$ cat config.mk
export PLATFORM = sky130hd
export DESIGN_NAME = mesi_isc_breq_fifos_cntl_n_flat
export DESIGN_NICKNAME = d
export VERILOG_FILES = /design/src/rtl/mesi_isc_breq_fifos_cntl_n_if.sv /design/src/rtl/mesi_isc_breq_fifos_cntl_n.sv /design/src/flat_wrapper.sv
export SDC_FILE = /design/constraint.sdc
export NUM_CORES = 1
export LEC_CHECK = 0
export BUFFER_PORTS_ARGS = -buffer_cell sky130_fd_sc_hd__buf_2
export CAP_MARGIN = 10
export CORE_MARGIN = 3
export CORE_UTILIZATION = 39
export DETAILED_ROUTE_END_ITERATION = 8
export PLACE_DENSITY = 0.78
export SYNTH_ARGS = -nofsm -noshare
export SYNTH_HDL_FRONTEND = slang
export SYNTH_SLANG_ARGS = --single-unit
$ cat constraint.sdc
create_clock -name clk -period 3.3 [get_ports clk]
set_input_delay 0.165 -clock clk [delete_from_list [all_inputs] [get_ports clk]]
set_output_delay 0.165 -clock clk [all_outputs]
set_load 0.02 [all_outputs]
$ cat src/rtl/mesi_isc_breq_fifos_cntl_n_if.sv
// Signal bundle between the breq FIFO bank controller and its surroundings
// (mbus, per-CPU breq FIFOs, broadcast FIFO).
interface mesi_isc_breq_fifos_cntl_n_if #(
  parameter int unsigned NUM_CPUS         = 4,
  parameter int unsigned MBUS_CMD_WIDTH   = 3,
  parameter int unsigned ADDR_WIDTH       = 32,
  parameter int unsigned BROAD_TYPE_WIDTH = 2,
  parameter int unsigned BROAD_ID_WIDTH   = 7
);
  localparam int unsigned CPU_ID_WIDTH = $clog2(NUM_CPUS);

  logic                                   arb_mode_i;
  logic [NUM_CPUS*MBUS_CMD_WIDTH-1:0]     mbus_cmd_array_i;
  logic [NUM_CPUS-1:0]                    fifo_status_empty_array_i;
  logic [NUM_CPUS-1:0]                    fifo_status_full_array_i;
  logic                                   broad_fifo_status_full_i;
  logic [NUM_CPUS*ADDR_WIDTH-1:0]         broad_addr_array_i;
  logic [NUM_CPUS*BROAD_TYPE_WIDTH-1:0]   broad_type_array_i;
  logic [NUM_CPUS*BROAD_ID_WIDTH-1:0]     broad_id_array_i;
  logic [NUM_CPUS-1:0]                    mbus_ack_array_o;
  logic [NUM_CPUS-1:0]                    fifo_wr_array_o;
  logic [NUM_CPUS-1:0]                    fifo_rd_array_o;
  logic                                   broad_fifo_wr_o;
  logic [ADDR_WIDTH-1:0]                  broad_addr_o;
  logic [BROAD_TYPE_WIDTH-1:0]            broad_type_o;
  logic [CPU_ID_WIDTH-1:0]                broad_cpu_id_o;
  logic [BROAD_ID_WIDTH-1:0]              broad_id_o;
  logic [NUM_CPUS*BROAD_TYPE_WIDTH-1:0]   breq_type_array_o;
  logic [NUM_CPUS*CPU_ID_WIDTH-1:0]       breq_cpu_id_array_o;
  logic [NUM_CPUS*BROAD_ID_WIDTH-1:0]     breq_id_array_o;
  logic [NUM_CPUS-1:0]                    starved_o;

  modport master (
    output arb_mode_i, mbus_cmd_array_i, fifo_status_empty_array_i,
           fifo_status_full_array_i, broad_fifo_status_full_i,
           broad_addr_array_i, broad_type_array_i, broad_id_array_i,
    input  mbus_ack_array_o, fifo_wr_array_o, fifo_rd_array_o, broad_fifo_wr_o,
           broad_addr_o, broad_type_o, broad_cpu_id_o, broad_id_o,
           breq_type_array_o, breq_cpu_id_array_o, breq_id_array_o, starved_o
  );

  modport slave (
    input  arb_mode_i, mbus_cmd_array_i, fifo_status_empty_array_i,
           fifo_status_full_array_i, broad_fifo_status_full_i,
           broad_addr_array_i, broad_type_array_i, broad_id_array_i,
    output mbus_ack_array_o, fifo_wr_array_o, fifo_rd_array_o, broad_fifo_wr_o,
           broad_addr_o, broad_type_o, broad_cpu_id_o, broad_id_o,
           breq_type_array_o, breq_cpu_id_array_o, breq_id_array_o, starved_o
  );
endinterface

$ cat src/rtl/mesi_isc_breq_fifos_cntl_n.sv
// Breq FIFO bank controller for NUM_CPUS channels: acks broadcast mbus commands,
// tags breq entries, and arbitrates non-empty breq FIFOs into the broadcast FIFO.
module mesi_isc_breq_fifos_cntl_n #(
  parameter int unsigned NUM_CPUS         = 4,
  parameter int unsigned CPU_ID_WIDTH     = $clog2(NUM_CPUS),
  parameter int unsigned MBUS_CMD_WIDTH   = 3,
  parameter int unsigned ADDR_WIDTH       = 32,
  parameter int unsigned BROAD_TYPE_WIDTH = 2,
  parameter int unsigned BROAD_ID_WIDTH   = 7,
  parameter int unsigned STARVE_LIMIT     = 8
) (
  input logic                         clk,
  input logic                         rst_n,
  mesi_isc_breq_fifos_cntl_n_if.slave bus
);
  localparam int unsigned BASE_WIDTH = BROAD_ID_WIDTH - CPU_ID_WIDTH;
  localparam logic [MBUS_CMD_WIDTH-1:0]   MESI_ISC_MBUS_CMD_WR_BROAD = MBUS_CMD_WIDTH'(3);
  localparam logic [MBUS_CMD_WIDTH-1:0]   MESI_ISC_MBUS_CMD_RD_BROAD = MBUS_CMD_WIDTH'(4);
  localparam logic [BROAD_TYPE_WIDTH-1:0] MESI_ISC_BREQ_TYPE_NOP     = '0;
  localparam logic [BROAD_TYPE_WIDTH-1:0] MESI_ISC_BREQ_TYPE_WR      = BROAD_TYPE_WIDTH'(1);
  localparam logic [BROAD_TYPE_WIDTH-1:0] MESI_ISC_BREQ_TYPE_RD      = BROAD_TYPE_WIDTH'(2);
  localparam logic [7:0]                  STARVE_MAX                 = 8'(STARVE_LIMIT);
  localparam logic [CPU_ID_WIDTH:0]       NUM_CPUS_W                 = (CPU_ID_WIDTH+1)'(NUM_CPUS);

  logic [NUM_CPUS-1:0]                        ack_q, ack_d;
  logic [NUM_CPUS-1:0][BROAD_TYPE_WIDTH-1:0]  type_q, type_d;
  logic [BASE_WIDTH-1:0]                      base_q, base_d;
  logic [CPU_ID_WIDTH-1:0]                    ptr_q, ptr_d;
  logic [NUM_CPUS-1:0][7:0]                   cnt_q, cnt_d;

  logic [NUM_CPUS-1:0]                        eligible, starved, rd;
  logic                                       any_eligible, grant_en, found;
  logic [CPU_ID_WIDTH-1:0]                    winner;
  logic [CPU_ID_WIDTH:0]                      rr_idx;
  logic [MBUS_CMD_WIDTH-1:0]                  cmd;
  logic [NUM_CPUS-1:0][CPU_ID_WIDTH-1:0]      cpu_id_w;
  logic [NUM_CPUS-1:0][BROAD_ID_WIDTH-1:0]    id_w;

  // Winner select: promoted channels first, then round-robin or fixed priority.
  always_comb begin
    eligible     = ~bus.fifo_status_empty_array_i;
    any_eligible = |eligible;
    grant_en     = ~bus.broad_fifo_status_full_i & any_eligible;
    starved      = '0;
    winner       = '0;
    found        = 1'b0;
    rr_idx       = '0;
    for (int unsigned i = 0; i < NUM_CPUS; i++)
      starved[i] = (cnt_q[i] == STARVE_MAX);
    for (int unsigned i = 0; i < NUM_CPUS; i++)
      if (!found && eligible[i] && starved[i]) begin
        winner = CPU_ID_WIDTH'(i);
        found  = 1'b1;
      end
    for (int unsigned k = 0; k < NUM_CPUS; k++) begin
      if (bus.arb_mode_i) begin
        rr_idx = (CPU_ID_WIDTH+1)'(k);
      end else begin
        rr_idx = {1'b0, ptr_q} + (CPU_ID_WIDTH+1)'(k);
        if (rr_idx >= NUM_CPUS_W) rr_idx = rr_idx - NUM_CPUS_W;
      end
      if (!found && eligible[rr_idx[CPU_ID_WIDTH-1:0]]) begin
        winner = rr_idx[CPU_ID_WIDTH-1:0];
        found  = 1'b1;
      end
    end
  end

  always_comb begin
    rd     = '0;
    ack_d  = '0;
    type_d = '0;
    cnt_d  = cnt_q;
    cmd    = '0;
    for (int unsigned i = 0; i < NUM_CPUS; i++) begin
      rd[i]     = grant_en && (winner == CPU_ID_WIDTH'(i));
      cmd       = bus.mbus_cmd_array_i[i*MBUS_CMD_WIDTH +: MBUS_CMD_WIDTH];
      ack_d[i]  = ~ack_q[i] & ~bus.fifo_status_full_array_i[i] &
                  ((cmd == MESI_ISC_MBUS_CMD_WR_BROAD) || (cmd == MESI_ISC_MBUS_CMD_RD_BROAD));
      type_d[i] = (cmd == MESI_ISC_MBUS_CMD_WR_BROAD) ? MESI_ISC_BREQ_TYPE_WR :
                  (cmd == MESI_ISC_MBUS_CMD_RD_BROAD) ? MESI_ISC_BREQ_TYPE_RD :
                                                        MESI_ISC_BREQ_TYPE_NOP;
      if (!eligible[i] || rd[i])
        cnt_d[i] = '0;
      else if (grant_en && cnt_q[i] != STARVE_MAX)
        cnt_d[i] = cnt_q[i] + 8'd1;
    end
    base_d = (|ack_q) ? base_q + BASE_WIDTH'(1) : base_q;
    ptr_d  = ptr_q;
    if (grant_en)
      ptr_d = ({1'b0, winner} == NUM_CPUS_W - 1'b1) ? '0 : winner + CPU_ID_WIDTH'(1);
  end

  always_ff @(posedge clk or negedge rst_n) begin
    if (!rst_n) begin
      ack_q  <= '0;
      type_q <= '0;
      base_q <= '0;
      ptr_q  <= '0;
      cnt_q  <= '0;
    end else begin
      ack_q  <= ack_d;
      type_q <= type_d;
      base_q <= base_d;
      ptr_q  <= ptr_d;
      cnt_q  <= cnt_d;
    end
  end

  always_comb begin
    cpu_id_w = '0;
    id_w     = '0;
    for (int unsigned i = 0; i < NUM_CPUS; i++) begin
      cpu_id_w[i] = CPU_ID_WIDTH'(i);
      id_w[i]     = {base_q, CPU_ID_WIDTH'(i)};
    end
  end

  assign bus.mbus_ack_array_o    = ack_q;
  assign bus.fifo_wr_array_o     = ack_q;
  assign bus.fifo_rd_array_o     = rd;
  assign bus.broad_fifo_wr_o     = |rd;
  assign bus.broad_addr_o        = any_eligible ? bus.broad_addr_array_i[winner*ADDR_WIDTH +: ADDR_WIDTH] : '0;
  assign bus.broad_type_o        = any_eligible ? bus.broad_type_array_i[winner*BROAD_TYPE_WIDTH +: BROAD_TYPE_WIDTH] : '0;
  assign bus.broad_id_o          = any_eligible ? bus.broad_id_array_i[winner*BROAD_ID_WIDTH +: BROAD_ID_WIDTH] : '0;
  assign bus.broad_cpu_id_o      = any_eligible ? winner : '0;
  assign bus.breq_type_array_o   = type_q;
  assign bus.breq_cpu_id_array_o = cpu_id_w;
  assign bus.breq_id_array_o     = id_w;
  assign bus.starved_o           = starved;
endmodule

$ cat src/flat_wrapper.sv
// flat-port wrapper written by rule: the top's interface ports become plain ports
module mesi_isc_breq_fifos_cntl_n_flat 
#(
  parameter int unsigned NUM_CPUS         = 4,
  parameter int unsigned CPU_ID_WIDTH     = $clog2(NUM_CPUS),
  parameter int unsigned MBUS_CMD_WIDTH   = 3,
  parameter int unsigned ADDR_WIDTH       = 32,
  parameter int unsigned BROAD_TYPE_WIDTH = 2,
  parameter int unsigned BROAD_ID_WIDTH   = 7,
  parameter int unsigned STARVE_LIMIT     = 8
)
  (clk, rst_n, bus_arb_mode_i, bus_mbus_cmd_array_i, bus_fifo_status_empty_array_i, bus_fifo_status_full_array_i, bus_broad_fifo_status_full_i, bus_broad_addr_array_i, bus_broad_type_array_i, bus_broad_id_array_i, bus_mbus_ack_array_o, bus_fifo_wr_array_o, bus_fifo_rd_array_o, bus_broad_fifo_wr_o, bus_broad_addr_o, bus_broad_type_o, bus_broad_cpu_id_o, bus_broad_id_o, bus_breq_type_array_o, bus_breq_cpu_id_array_o, bus_breq_id_array_o, bus_starved_o);
  mesi_isc_breq_fifos_cntl_n_if #(.NUM_CPUS(NUM_CPUS), .MBUS_CMD_WIDTH(MBUS_CMD_WIDTH), .ADDR_WIDTH(ADDR_WIDTH), .BROAD_TYPE_WIDTH(BROAD_TYPE_WIDTH), .BROAD_ID_WIDTH(BROAD_ID_WIDTH)) bus_i ();
  input logic clk;
  input logic rst_n;
  input wire logic [$bits(bus_i.arb_mode_i)-1:0] bus_arb_mode_i;
  input wire logic [$bits(bus_i.mbus_cmd_array_i)-1:0] bus_mbus_cmd_array_i;
  input wire logic [$bits(bus_i.fifo_status_empty_array_i)-1:0] bus_fifo_status_empty_array_i;
  input wire logic [$bits(bus_i.fifo_status_full_array_i)-1:0] bus_fifo_status_full_array_i;
  input wire logic [$bits(bus_i.broad_fifo_status_full_i)-1:0] bus_broad_fifo_status_full_i;
  input wire logic [$bits(bus_i.broad_addr_array_i)-1:0] bus_broad_addr_array_i;
  input wire logic [$bits(bus_i.broad_type_array_i)-1:0] bus_broad_type_array_i;
  input wire logic [$bits(bus_i.broad_id_array_i)-1:0] bus_broad_id_array_i;
  output wire logic [$bits(bus_i.mbus_ack_array_o)-1:0] bus_mbus_ack_array_o;
  output wire logic [$bits(bus_i.fifo_wr_array_o)-1:0] bus_fifo_wr_array_o;
  output wire logic [$bits(bus_i.fifo_rd_array_o)-1:0] bus_fifo_rd_array_o;
  output wire logic [$bits(bus_i.broad_fifo_wr_o)-1:0] bus_broad_fifo_wr_o;
  output wire logic [$bits(bus_i.broad_addr_o)-1:0] bus_broad_addr_o;
  output wire logic [$bits(bus_i.broad_type_o)-1:0] bus_broad_type_o;
  output wire logic [$bits(bus_i.broad_cpu_id_o)-1:0] bus_broad_cpu_id_o;
  output wire logic [$bits(bus_i.broad_id_o)-1:0] bus_broad_id_o;
  output wire logic [$bits(bus_i.breq_type_array_o)-1:0] bus_breq_type_array_o;
  output wire logic [$bits(bus_i.breq_cpu_id_array_o)-1:0] bus_breq_cpu_id_array_o;
  output wire logic [$bits(bus_i.breq_id_array_o)-1:0] bus_breq_id_array_o;
  output wire logic [$bits(bus_i.starved_o)-1:0] bus_starved_o;
  assign bus_i.arb_mode_i = bus_arb_mode_i;
  assign bus_i.mbus_cmd_array_i = bus_mbus_cmd_array_i;
  assign bus_i.fifo_status_empty_array_i = bus_fifo_status_empty_array_i;
  assign bus_i.fifo_status_full_array_i = bus_fifo_status_full_array_i;
  assign bus_i.broad_fifo_status_full_i = bus_broad_fifo_status_full_i;
  assign bus_i.broad_addr_array_i = bus_broad_addr_array_i;
  assign bus_i.broad_type_array_i = bus_broad_type_array_i;
  assign bus_i.broad_id_array_i = bus_broad_id_array_i;
  assign bus_mbus_ack_array_o = bus_i.mbus_ack_array_o;
  assign bus_fifo_wr_array_o = bus_i.fifo_wr_array_o;
  assign bus_fifo_rd_array_o = bus_i.fifo_rd_array_o;
  assign bus_broad_fifo_wr_o = bus_i.broad_fifo_wr_o;
  assign bus_broad_addr_o = bus_i.broad_addr_o;
  assign bus_broad_type_o = bus_i.broad_type_o;
  assign bus_broad_cpu_id_o = bus_i.broad_cpu_id_o;
  assign bus_broad_id_o = bus_i.broad_id_o;
  assign bus_breq_type_array_o = bus_i.breq_type_array_o;
  assign bus_breq_cpu_id_array_o = bus_i.breq_cpu_id_array_o;
  assign bus_breq_id_array_o = bus_i.breq_id_array_o;
  assign bus_starved_o = bus_i.starved_o;
  mesi_isc_breq_fifos_cntl_n #(.NUM_CPUS(NUM_CPUS), .CPU_ID_WIDTH(CPU_ID_WIDTH), .MBUS_CMD_WIDTH(MBUS_CMD_WIDTH), .ADDR_WIDTH(ADDR_WIDTH), .BROAD_TYPE_WIDTH(BROAD_TYPE_WIDTH), .BROAD_ID_WIDTH(BROAD_ID_WIDTH), .STARVE_LIMIT(STARVE_LIMIT)) u_core (.clk(clk), .rst_n(rst_n), .bus(bus_i));
endmodule
==> impl_metrics.yaml <==
die:
  dieArea_um2: 12600
  die_h_um: 112
  io_pins: 292
  initial_core_util_pct: 40.3
  coreArea_um2: 10900
  die_x_um: 112
  num_rows: 38
routing:
  num_vias: 4518
  firstDrtPassIters: 4
  vias_per_cell: 5.13
  ant_nets: 0
  drt-wirelength-per-cell_um: 16.3
  first_iter_violations: 232
  route.detailed.drc: 0
  wirelength_mm: 14.3
synthesis:
  synth_top_area_share_pct: 29.0
  yosysUniqueCellTypes: 53
  synthCells: 477
  ys_seq_area_share_pct: 29.0
  ys_ff_latch: 51
  synth_most_common_cell: "mux2i_1"
  synth.avg_cell_area_um2: 9.24
  yosysWarnings: 0
  syn_area_um2: 4410
  async_flop_share_pct: 100
  synth-edff-count: 0
  synth_flop_cell: "dfrtp_1"
  netlist_top_cells_count: "mux2i_1, dfrtp_1, nor2_1"
  netlist_top_cells_area: "dfrtp_1, mux2i_1, buf_4"
  yosysTopAreaCell: "dfrtp_1"
clocking:
  root_buffer: "clkbuf_16"
  htree_levels: 2
  cts.sinks: 51
  cts_tree: "done"
  path_clk_slew_ns: 0.07
  clk-insertion-delay-late_ns: 0.29
  clockBufferDepth: 2
  cts_buffers: 5
critical_path:
  cp_max_fo: 6
  crit_buf_inv: 3
  end_kind: "primary output"
  path_class: "flop to primary output"
  worstPathArrival_ns: 3.25
  required_ns: 3.13
  crit_chain: "or4_4 > or3_4 > nor3_4 > o21bai_2 > nand3_4 > buf_12 > inv_6 > ha_1 > and2_1 > or4_1 > buf_2"
  start_kind: "flop"
  cpPeakStageDelay_ns: 0.55
  slowest_stage: "or4_4"
  crit_family: "simple AND/OR/NAND/NOR gates"
timing:
  whs_ns: 0.0388
  setup_viol: 2
  worst_slew_pin_slew_ns: 0.743
  finalCriticalPeriod_ns: 3.42
  setup_slack_ns: -0.116
  timing.fmax_mhz: 293
  rsz0062_at_grt: "true"
  drv_slew: 0
  slew_headroom_pct: 49.8
  fin_worst_skew_ns: 0.00575
  period_share_pct: 104
  hold_viol_final: 0
place:
  port-buffer-count: 275
  dp_cells: 853
  gp_congestion: 0.873
  dp_hpwl_mm: 10.1
status:
  outcome: "finished with violations"
  violations: "negative setup slack"
finish:
  fin_nets: 939
  drive_above_1_share_pct: 48.2
  syn2layout_area_growth_pct: 44.2
  final_util_pct: 58.1
  final_cell_count_no_fill: 880
global_routing:
  grt_pass1_vias: 4065
  antenna_found_initial: 1
  grt_remaining_overflow: 0
  grtUsageTotal_pct: 18.9
  grt_pass1_wl_mm: 19.8
  grt_max_degree: 52
power:
  netSwitchingFraction_pct: 46.2
  leakagePower_nw: 3.26
  pwr-share-clk_pct: 12.8
  vdd_drop_max_mv: 0.357
  p_seq_share_pct: 18.9
  p_sw_mw: 1.89
  internal_power_mw: 2.20
  power.density_nw_per_um2: 643
  p_comb_share_pct: 68.3
  power_mw: 4.09
min_path:
  hold_path.class: "primary input to flop"
job:
  maxCapViolCount: 0
## cell families (layout without fill, tap and decap cells)
logic type	Yosys count	in the layout	synth area share (%)
and+or+nand+nor	138	138	16.6
muxes	90	90	20.9
buffers and inverters	79	327	12.5
AOI/OAI and AO/OA	71	71	10.7
DFF	51	51	29.0
xor gates and xnor gates	33	33	6.56
adders and majority gates	13	13	3.69
other	2	17	0.170
## power groups by stage
stage,clock network (mW),registers (mW),logic (mW)
after floorplan,0,0.811,1.83
after global placement,0,0.780,2.31
after detailed placement,0,0.784,2.33
after CTS,0.536,0.774,2.35
after global routing,0.565,0.789,2.96
final,0.523,0.774,2.79
## placed cells by master, fill, tap and decap left out, types with 5 or more instances in the layout
| cell | synthesis | layout |
|---|---|---|
| buf_2 | 10 | 254 |
| mux2i_1 | 84 | 79 |
| dfrtp_1 | 51 | 50 |
| nor2_1 | 45 | 45 |
| o22ai_1 | 42 | 39 |
| buf_4 | 35 | 36 |
| xor2_1 | 20 | 20 |
| nand2_1 | 20 | 19 |
| conb_1 | 2 | 16 |
| nand3_1 | 16 | 14 |
| xnor2_1 | 13 | 13 |
| inv_1 | 12 | 12 |
| ha_1 | 13 | 12 |
| clkbuf_16 | 0 | 10 |
| nand4_1 | 7 | 7 |
| a21oi_1 | 6 | 6 |
| nand2b_1 | 6 | 6 |
| and3_1 | 6 | 6 |
| o21a_1 | 5 | 5 |
## timing repair
item                                   4_1_cts  5_1_grt
hold buffers                                 0        1
pin swaps                                    5        5
setup endpoints to repair                   24       41
gates cloned                                 0        7
buffers inserted                             1        8
gates resized for setup                      7       51
endpoints found under the hold margin        0       19
## flip-flops by register name (all words and copies together) (netlist names)
name,flops
u_core.bus.breq_type_array_o,8
u_core.base_q,5
u_core.bus.fifo_wr_array_o,4
u_core.ptr_q,2
u_core.cnt_q,32
## path summary, 6_finish.rpt
check	start	to	slack (ns)	cells past startpoint
worst min register to register	u_core.base_q[4]	u_core.base_q[4]	0.53	1
min in group asynchronous	rst_n	u_core.cnt_q[4]	0.37	2
worst max-delay path	u_core.cnt_q[31]	bus_broad_fifo_wr_o	-0.12	11
worst min-delay path	bus_mbus_cmd_array_i[11]	u_core.bus.breq_type_array_o[6]	0.04	2
worst max register to register	u_core.cnt_q[8]	u_core.cnt_q[5]	0.04	15
max in group asynchronous	rst_n	u_core.cnt_q[22]	2.39	3
## metal layers
metal | part of all wire (%) | track usage, % | up-vias
met1 | 40 | 24.7 | 2121
met2 | 50 | 31.7 | 195
met4 | 1.8 | 4.97 | 0
met5 | 0 | 0 | -
met3 | 7.8 | 4.42 | 24
li1 | - | - | 2178
## stage by stage
step	instance area, um^2	TNS (ns)	setup WS [ns]
2_1_floorplan	4560	-0.0934	-0.0545
3_3_place_gp	5710	0	0.169
3_5_place_dp	5710	0	0.0624
4_1_cts	5900	-0.0539	-0.0539
5_1_grt	6350	-3.65	-0.276
6_report	6350	-0.127	-0.116
## final cells by class
type	count	area [um^2]
repair buffers	304	1830
well taps	140	175
clock inverters	3	23.8
flip-flops and latches	51	1280
clock buffers	5	125
fillers	976	4580
multi-input cells	361	2850
inverters	15	61.3
diodes	1	2.50
Note: power is estimated with default switching activity, not from simulation.
